===== src/rtl/mem_arb_pkg.sv =====
// Shared types and constants for the two-master memory port arbiter.
// Holds the FSM state encoding, owner encoding and beat-width helpers.
package mem_arb_pkg;

  // Arbiter FSM states: idle, read burst in progress, write burst in progress
  typedef enum logic [1:0] {
    IDLE = 2'd0,
    RD   = 2'd1,
    WR   = 2'd2
  } arb_state_t;

  // Owner encoding as stored in the owner register
  localparam logic OWN_M0 = 1'b0;
  localparam logic OWN_M1 = 1'b1;

  // Beat geometry for the default 64-bit data width (128-bit bus beat)
  localparam int DATA_WIDTH_DEF = 64;
  localparam int BEAT_BYTES     = DATA_WIDTH_DEF * 2 / 8;
  localparam logic [BEAT_BYTES-1:0] FULL_MASK = '1;

  // Convert a stored owner into the one-hot {m1,m0} grant encoding
  function automatic logic [1:0] owner_onehot(input logic owner);
    return (owner == OWN_M1) ? 2'b10 : 2'b01;
  endfunction

endpackage


===== src/rtl/arb_pick.sv =====
// Two-input winner picker for the memory port arbiter.
// Default: fixed priority, m1 beats m0.
// With ARB_ROUND_ROBIN_EN defined: on contention the master that did not
// win last time (rr_last) is chosen.
module arb_pick (
  input  logic [1:0] req,
  input  logic       rr_last,
  output logic [1:0] win
);

  import mem_arb_pkg::*;

`ifndef ARB_ROUND_ROBIN_EN
  // rr_last only matters in round-robin mode
  logic unused_rr_last;
  assign unused_rr_last = rr_last;
`endif

  // Pick a one-hot winner; a lone requester always wins
  always_comb begin
    win = 2'b00;
    if (req == 2'b11) begin
`ifdef ARB_ROUND_ROBIN_EN
      win = (rr_last == OWN_M1) ? 2'b01 : 2'b10;
`else
      win = 2'b10;
`endif
    end else begin
      win = req;
    end
  end

endmodule


===== src/rtl/mem_port_arbiter.sv =====
// Shares one memory port between the I-cache miss unit (m0, reads only)
// and the D-cache miss unit (m1, refill reads and writebacks).
// A grant covers a whole burst of BURST_LEN beats and is never pre-empted.
// Optional round-robin contention handling: define ARB_ROUND_ROBIN_EN.
module mem_port_arbiter #(
  parameter int ADDR_WIDTH = 64,
  parameter int DATA_WIDTH = 64,
  parameter int BURST_LEN  = 2
) (
  input  logic                      clk,
  input  logic                      rstn,
  input  logic                      m0_ren,
  input  logic [ADDR_WIDTH-1:0]     m0_raddr,
  output logic                      m0_rvalid,
  output logic [DATA_WIDTH*2-1:0]   m0_rdata,
  input  logic                      m1_ren,
  input  logic [ADDR_WIDTH-1:0]     m1_raddr,
  output logic                      m1_rvalid,
  output logic [DATA_WIDTH*2-1:0]   m1_rdata,
  input  logic                      m1_wen,
  input  logic [ADDR_WIDTH-1:0]     m1_waddr,
  input  logic [DATA_WIDTH*2-1:0]   m1_wdata,
  input  logic [DATA_WIDTH*2/8-1:0] m1_wmask,
  output logic                      m1_wvalid,
  output logic                      ren_mem,
  output logic [ADDR_WIDTH-1:0]     raddr_mem,
  input  logic                      rvalid_mem,
  input  logic [DATA_WIDTH*2-1:0]   rdata_mem,
  output logic                      wen_mem,
  output logic [ADDR_WIDTH-1:0]     waddr_mem,
  output logic [DATA_WIDTH*2-1:0]   wdata_mem,
  output logic [DATA_WIDTH*2/8-1:0] wmask_mem,
  input  logic                      wvalid_mem,
  output logic [1:0]                grant
);

  import mem_arb_pkg::*;

  localparam logic [3:0] LAST_BEAT = 4'(BURST_LEN - 1);

  arb_state_t state;
  logic       owner;
  logic [3:0] cnt;
  logic       rr_last;

  logic [1:0] req_vec;
  logic [1:0] win;
  logic       own_req;
  logic       own_beat;
  logic       rd_active;
  logic       wr_active;

  assign req_vec   = {m1_ren | m1_wen, m0_ren};
  assign rd_active = (state == RD);
  assign wr_active = (state == WR);

  arb_pick u_pick (
    .req     (req_vec),
    .rr_last (rr_last),
    .win     (win)
  );

  // Owner's request level and the valid beat that counts for the current state
  always_comb begin
    own_req  = 1'b0;
    own_beat = 1'b0;
    case (state)
      RD: begin
        own_req  = (owner == OWN_M1) ? m1_ren : m0_ren;
        own_beat = rvalid_mem;
      end
      WR: begin
        own_req  = m1_wen;
        own_beat = wvalid_mem;
      end
      default: begin
        own_req  = 1'b0;
        own_beat = 1'b0;
      end
    endcase
  end

  // Burst FSM: grant in IDLE, count beats, leave on last beat or request drop
  always_ff @(posedge clk or negedge rstn) begin
    if (!rstn) begin
      state <= IDLE;
      owner <= OWN_M0;
      cnt   <= 4'd0;
    end else begin
      case (state)
        IDLE: begin
          cnt <= 4'd0;
          if (win[1]) begin
            owner <= OWN_M1;
            state <= m1_ren ? RD : WR;
          end else if (win[0]) begin
            owner <= OWN_M0;
            state <= RD;
          end
        end
        RD, WR: begin
          if (own_beat && ((cnt == LAST_BEAT) || !own_req)) begin
            state <= IDLE;
            cnt   <= 4'd0;
          end else if (own_beat) begin
            cnt <= cnt + 4'd1;
          end else if (!own_req) begin
            state <= IDLE;
            cnt   <= 4'd0;
          end
        end
        default: begin
          state <= IDLE;
          cnt   <= 4'd0;
        end
      endcase
    end
  end

`ifdef ARB_ROUND_ROBIN_EN
  // Remember the most recent winner so the other master wins next contention
  always_ff @(posedge clk or negedge rstn) begin
    if (!rstn) begin
      rr_last <= OWN_M0;
    end else if ((state == IDLE) && (win != 2'b00)) begin
      rr_last <= win[1] ? OWN_M1 : OWN_M0;
    end
  end
`else
  assign rr_last = OWN_M0;
`endif

  assign grant = (rd_active || wr_active) ? owner_onehot(owner) : 2'b00;

  assign ren_mem   = rd_active & own_req;
  assign raddr_mem = rd_active ? ((owner == OWN_M1) ? m1_raddr : m0_raddr)
                               : '0;
  assign m0_rvalid = rd_active & (owner == OWN_M0) & rvalid_mem;
  assign m1_rvalid = rd_active & (owner == OWN_M1) & rvalid_mem;
  assign m0_rdata  = rdata_mem;
  assign m1_rdata  = rdata_mem;

  assign wen_mem   = wr_active & m1_wen;
  assign waddr_mem = wr_active ? m1_waddr : '0;
  assign wdata_mem = wr_active ? m1_wdata : '0;
  assign wmask_mem = wr_active ? m1_wmask : '0;
  assign m1_wvalid = wr_active & wvalid_mem;

endmodule


===== config.mk =====
export PLATFORM = sky130hd
export DESIGN_NAME = mem_port_arbiter
export DESIGN_NICKNAME = d
export VERILOG_FILES = /design/src/rtl/mem_arb_pkg.sv /design/src/rtl/arb_pick.sv /design/src/rtl/mem_port_arbiter.sv
export SDC_FILE = /design/constraint.sdc
export NUM_CORES = 1
export LEC_CHECK = 0
export BUFFER_PORTS_ARGS = -buffer_cell sky130_fd_sc_hd__buf_2
export CORE_AREA = 2 2 393 395
export CTS_CLUSTER_SIZE = 12
export DETAILED_ROUTE_END_ITERATION = 8
export DIE_AREA = 0 0 395 397
export SETUP_SLACK_MARGIN = 0.3
export SYNTH_ARGS = -nofsm -noshare
export SYNTH_HDL_FRONTEND = slang
export SYNTH_HIERARCHICAL = 1
export SYNTH_SLANG_ARGS = --single-unit

===== constraint.sdc =====
create_clock -name clk -period 1.38 [get_ports clk]
set_input_delay 0.138 -clock clk [delete_from_list [all_inputs] [get_ports clk]]
set_output_delay 0.138 -clock clk [all_outputs]
set_load 0.005 [all_outputs]

=== After elaboration in Yosys (flattened, before gate mapping) ===
Index checks and enable logic that the tools add are counted.
W data, S select, Z words.

* Flip-flop bits (word level): 7
* Bits in latches: 0
* Bits in writable memories: 0
* ROM bits: 0
* Input bits: 471
* Output and inout port bits: 535
* Logic and storage cells: 54
* Memories kept: 0

* $add $sub $neg: 1
* Multipliers: 0
* Divide/modulo/power cells: 0
* Magnitude comparators: 0
* Eq/ne operators: 8
* Shifts and indexed selects: 0
* Mux-type cells: 24
* Bitwise operators: 9
* Reductions and logical operators: 9

{| class="wikitable"
|+ Operators by type and width
! kind !! number
|-
| $mux W64 || 3
|-
| $mux W128 || 1
|-
| $mux W2 || 9
|-
| $mux W16 || 1
|-
| $mux W4 || 4
|-
| $and A1 B1 Y1 || 7
|-
| $ne A3 B3 Y1 const B || 2
|-
| $add A4 B1 Y4 const B || 1
|-
| $eq A2 B2 Y1 const B || 2
|-
| $eq A4 B1 Y1 const B || 1
|-
| $ne A4 B4 Y1 const B || 1
|-
| $pmux W1 S2 || 2
|-
| $pmux W2 S2 || 1
|-
| $mux W1 || 3
|-
| $ne A3 B1 Y1 const B || 1
|-
| $reduce_and A3 Y1 || 1
|-
| $eq A2 B1 Y1 const B || 1
|-
| $logic_not A2 Y1 || 1
|-
| $logic_or A1 B1 Y1 || 2
|-
| $reduce_and A2 Y1 || 1
|-
| $reduce_bool A2 Y1 || 1
|-
| $reduce_or A2 Y1 || 1
|-
| $logic_and A1 B1 Y1 || 1
|-
| $logic_not A1 Y1 || 1
|-
| 2 further kinds || 2
|}

=== Depth between registers and ports, before layout ===
* Word-level depth: 7
* Gate-level depth with buffers: 7
* Mapped depth without buffers: 6

=== Modules after synthesis ===
The synthesis kept the hierarchy.

{| class="wikitable"
|+ By module, submodules not included
! module !! times used !! cells an instance !! area each (um2) !! seq. area each (um2)
|-
| mem_port_arbiter || 1 || 688 || 4949.7 || 175.2
|-
| arb_pick || 1 || 2 || 10.0 || 0.0
|}

=== Worst setup path after synthesis ===
No wires, ideal clock.

* Path type: register -> output
* Start point: register state[1]
* End point: output raddr_mem[24]
* Arrival time: 1.306 ns
* Data required time: 1.242 ns
* Setup slack: -0.064 ns
* Stages on the path, launching flop included: 6
* Path buffers: 2
* Path through: dfrtp_1 > inv_1 > ha_1 > clkbuf_1 > clkbuf_1 > nor2b_1

* Cells in the longest elaborated chain, start to end: 2

{| class="wikitable"
|+ Ends and longest elaborated chain
! item !! RTL line !! source
|-
| from (decl) || mem_port_arbiter.sv:41 || <nowiki>arb_state_t state;</nowiki>
|-
| from (signal assigned) || mem_port_arbiter.sv:95 || <nowiki>state <= m1_ren ? RD : WR;</nowiki>
|-
| $eq A2 B1 Y1 || mem_port_arbiter.sv:54 || <nowiki>assign rd_active = (state == RD);</nowiki>
|-
| $mux W64 || mem_port_arbiter.sv:136 || <nowiki>assign raddr_mem = rd_active ? ((owner == OWN_M1) ? m1_raddr : m0_raddr)</nowiki>
|-
| to (decl) || mem_port_arbiter.sv:26 || <nowiki>output logic [ADDR_WIDTH-1:0] raddr_mem,</nowiki>
|}

Every way passes these cells.

=== Worst setup path in the final report ===
* Start point: register owner
* End point: output raddr_mem[61]

* Cells in the longest elaborated chain, start to end: 2

{| class="wikitable"
|+ Ends and longest elaborated chain
! item !! RTL line !! source
|-
| from (decl) || mem_port_arbiter.sv:42 || <nowiki>logic owner;</nowiki>
|-
| from (signal assigned) || mem_port_arbiter.sv:87 || <nowiki>owner <= OWN_M0;</nowiki>
|-
| from (signal assigned) || mem_port_arbiter.sv:94 || <nowiki>owner <= OWN_M1;</nowiki>
|-
| from (signal assigned) || mem_port_arbiter.sv:97 || <nowiki>owner <= OWN_M0;</nowiki>
|-
| $mux W64 (2 in a row) || mem_port_arbiter.sv:136 ||
|}

Every way passes these cells.

==> out/summary.log <==
[floorplanning] total I/O pin count 1006
[timing] period utilisation layout 1.306
[route] vias per std cell 2.327
[global_route] vias in the first global route 6515
[critical_path] number of cells on the worst reg-to-reg path 7
[route] overall routed net length 102.2 mm
[route] routed len/inst 32.06 um
[global_route] overall routing resource usage 0.1217
[place] final weighted congestion in routability-driven placement 0.8463
[finish] fraction of layout cells with a size suffix above 1 0.7900
[critical_path] WS Path Type flop to output port
[critical_path] FF-to-FF Start state[1]$_DFFE_PN0P_
[place] DP Worst Slack -0.9857 ns
[route] count of antenna-violating nets left after detailed routing 0
[critical_path] arrival time of data at the critical path endpoint 1.66 ns
[finish] post-route cell area 11780 sq um
[clocking] cell at the root of the clock tree sky130_fd_sc_hd__clkbuf_16
[hold_path] source of the worst hold timing path rdata_mem[47]
[finish] core utilization of the finished layout 0.07704
[floorplanning] floorplan die width 395 um
[logic_synthesis] syn nets 1165
[logic_synthesis] cell area after technology mapping 4956 sq um
[critical_path] worst flop-to-flop path endpoint state[1]$_DFFE_PN0P_
[finish] area delta synth->final 137.8%
[critical_path] maximum fanout along the worst path 4
[finish] number of nets at the end of the flow 1577
[place] total placed cells including tap cells 3091
[clocking] Num CTS Buffers 3
[floorplanning] effective utilization at floorplan 0.03240
[timing] shortest clock period the worst path allows after layout 1.802 ns
[timing] worst slew margin relative to its limit 0.6428
[pwr] cell area power density 1386 nW/um^2
[timing] worst hold slack after final layout 0.2760 ns
[clocking] clock latency reported for the late side of the worst-skew pair 0.24 ns
[logic_synthesis] mean area per synthesized cell 7.193 sq um
[job] Max-Cap Viols 0
[timing] final slew viol count 0
[global_route] global-route wire length before repair 114.1 mm
[clocking] deepest clock path buffer count 2
[critical_path] endpoint required time on the critical path 1.24 ns
[place] placed cell areas 9301 sq um
[floorplanning] core area 153000 sq um
[clocking] clock-pin slew on the worst setup and hold paths 0.04 ns
[run_status] violated checks negative setup slack
[finish] number of non-filler instances in the completed layout 3187
[hold_path] Tightest Hold Check Type input port to output port
[timing] maximum achievable frequency 0.5549 GHz
[run_status] run status finished with violations
[timing] final hold vios 0
[floorplanning] cell row count 144
[timing] clock skew 0.003615 ns
[clocking] CTS tree done
[critical_path] Worst Setup End Kind output port
[global_route] initial antenna violation count 204
[place] port buffer count 621
[route] Starting DRT DRC Count 362
[timing] slew at the pin closest to its max-slew limit 0.5246 ns
[logic_synthesis] number of standard cells after synthesis 689
[timing] worst setup margin -0.4220 ns
[critical_path] R2R setup slack -0.37 ns
[clocking] clk sinks 7
[logic_synthesis] Yosys warnings 6
[route] number of iterations in the first detailed-routing pass 4
[clocking] # H-tree levels 1
[pwr] Leak 5.411 nW
[hold_path] depth of the worst hold-timing path 0
[pwr] Max rail drop VDD 0.5535 mV
[route] Via Count 7416
[place] sum of net half-perimeters after detailed placement 94.40 mm
[global_route] overflow left after global routing 0
[route] # DRC 0
[floorplanning] die height 397 um
[hold_path] endpoint of the worst hold path m1_rdata[47]
[floorplanning] area enclosed by the die boundary 156800 sq um
[timing] # setup viols final 284
[global_route] maximum number of pins on one net before global-route repair 25
[critical_path] type of origin of the critical path flop
[timing] RSZ-0062 raised after global routing yes
final cells by class:
class	count	area [sq um]
diodes	43	107.6
inverters	5	21.27
fillers	17900	141200
clock buffers	4	78.83
repair buffers	702	5356
flip-flops and latches	7	180.2
well taps	2044	2557
multi-input cells	382	3482
power by group:
part,total [mW],leakage (nW),internal [mW],switching [mW]
Combinational,15.5,5.28,8.73,6.78
Clock,0.507,0.0384,0.385,0.121
Sequential,0.326,0.0894,0.257,0.0684
Total,16.3,5.41,9.37,6.97
cell usage in the layout, fill, tap and decap left out, drive strengths merged:
cell,count
buf,690
and2,212
nor2b,67
mux2i,66
diode,43
clkbuf,14
nor2,7
dfrtp,7
inv,5
ha,5
nand2,4
nor3,2
a21oi,2
a22o,2
o21ai,2
a2bb2oi,1
and3,1
or2,1
nor3b,1
nand3,1
o31ai,1
o2111ai,1
nand2b,1
nand4,1
xor2,1
a22oi,1
o22ai,1
a21boi,1
bufbuf,1
dlygate4sd3,1
flip-flops by register name (all words and copies together), names as in the netlist:
name,count
cnt,4
owner,1
state,2
worst max-delay path, stage by stage, from the launching register on:
cell	delay (ns)
sky130_fd_sc_hd__dfrtp_4	0.50
sky130_fd_sc_hd__buf_12	0.17
sky130_fd_sc_hd__mux2i_4	0.45
sky130_fd_sc_hd__nor2b_4	0.12
sky130_fd_sc_hd__buf_12	0.15
per-stage QoR:
stage	power, mW	setup TNS [ns]
2_1_floorplan	5.401	0
3_3_place_gp	10.65	-34.09
3_5_place_dp	10.75	-41.17
4_1_cts	14.85	-92.70
5_1_grt	17.29	-105.18
6_report	16.34	-94.98
worst max-delay path by stage:
stage                         startpoint                   end  cells after the start
global placement       owner$_DFFE_PN0P_         raddr_mem[58]                      4
CTS                    owner$_DFFE_PN0P_         raddr_mem[46]                      6
floorplan           state[0]$_DFFE_PN0P_  state[1]$_DFFE_PN0P_                      6
finish                 owner$_DFFE_PN0P_         raddr_mem[61]                      4
detailed placement     owner$_DFFE_PN0P_         raddr_mem[58]                      4
global route        state[1]$_DFFE_PN0P_               ren_mem                      7
layer usage:
| layer | part of all wire | vias up | GRT usage | wire length, um |
|---|---|---|---|---|
| met5 | 0.012 | - | 0 | 1223 |
| met4 | 0.014 | 184 | 0.009815 | 1474 |
| met3 | 0.21 | 331 | 0.1288 | 21830 |
| met2 | 0.43 | 910 | 0.1861 | 44040 |
| met1 | 0.33 | 3223 | 0.1170 | 33600 |
| li1 | - | 2768 | - | - |
repair_timing:
item | 4_1_cts | 5_1_grt
setup buffers | 15 | 11
hold buffers | 1 | 0
pin swaps | 18 | 31
gates cloned | 15 | 7
gates resized for setup | 246 | 169
endpoints found under the setup margin | 286 | 286
hold endpoints to repair | 7 | 0
(Power assumes the default switching activity.)
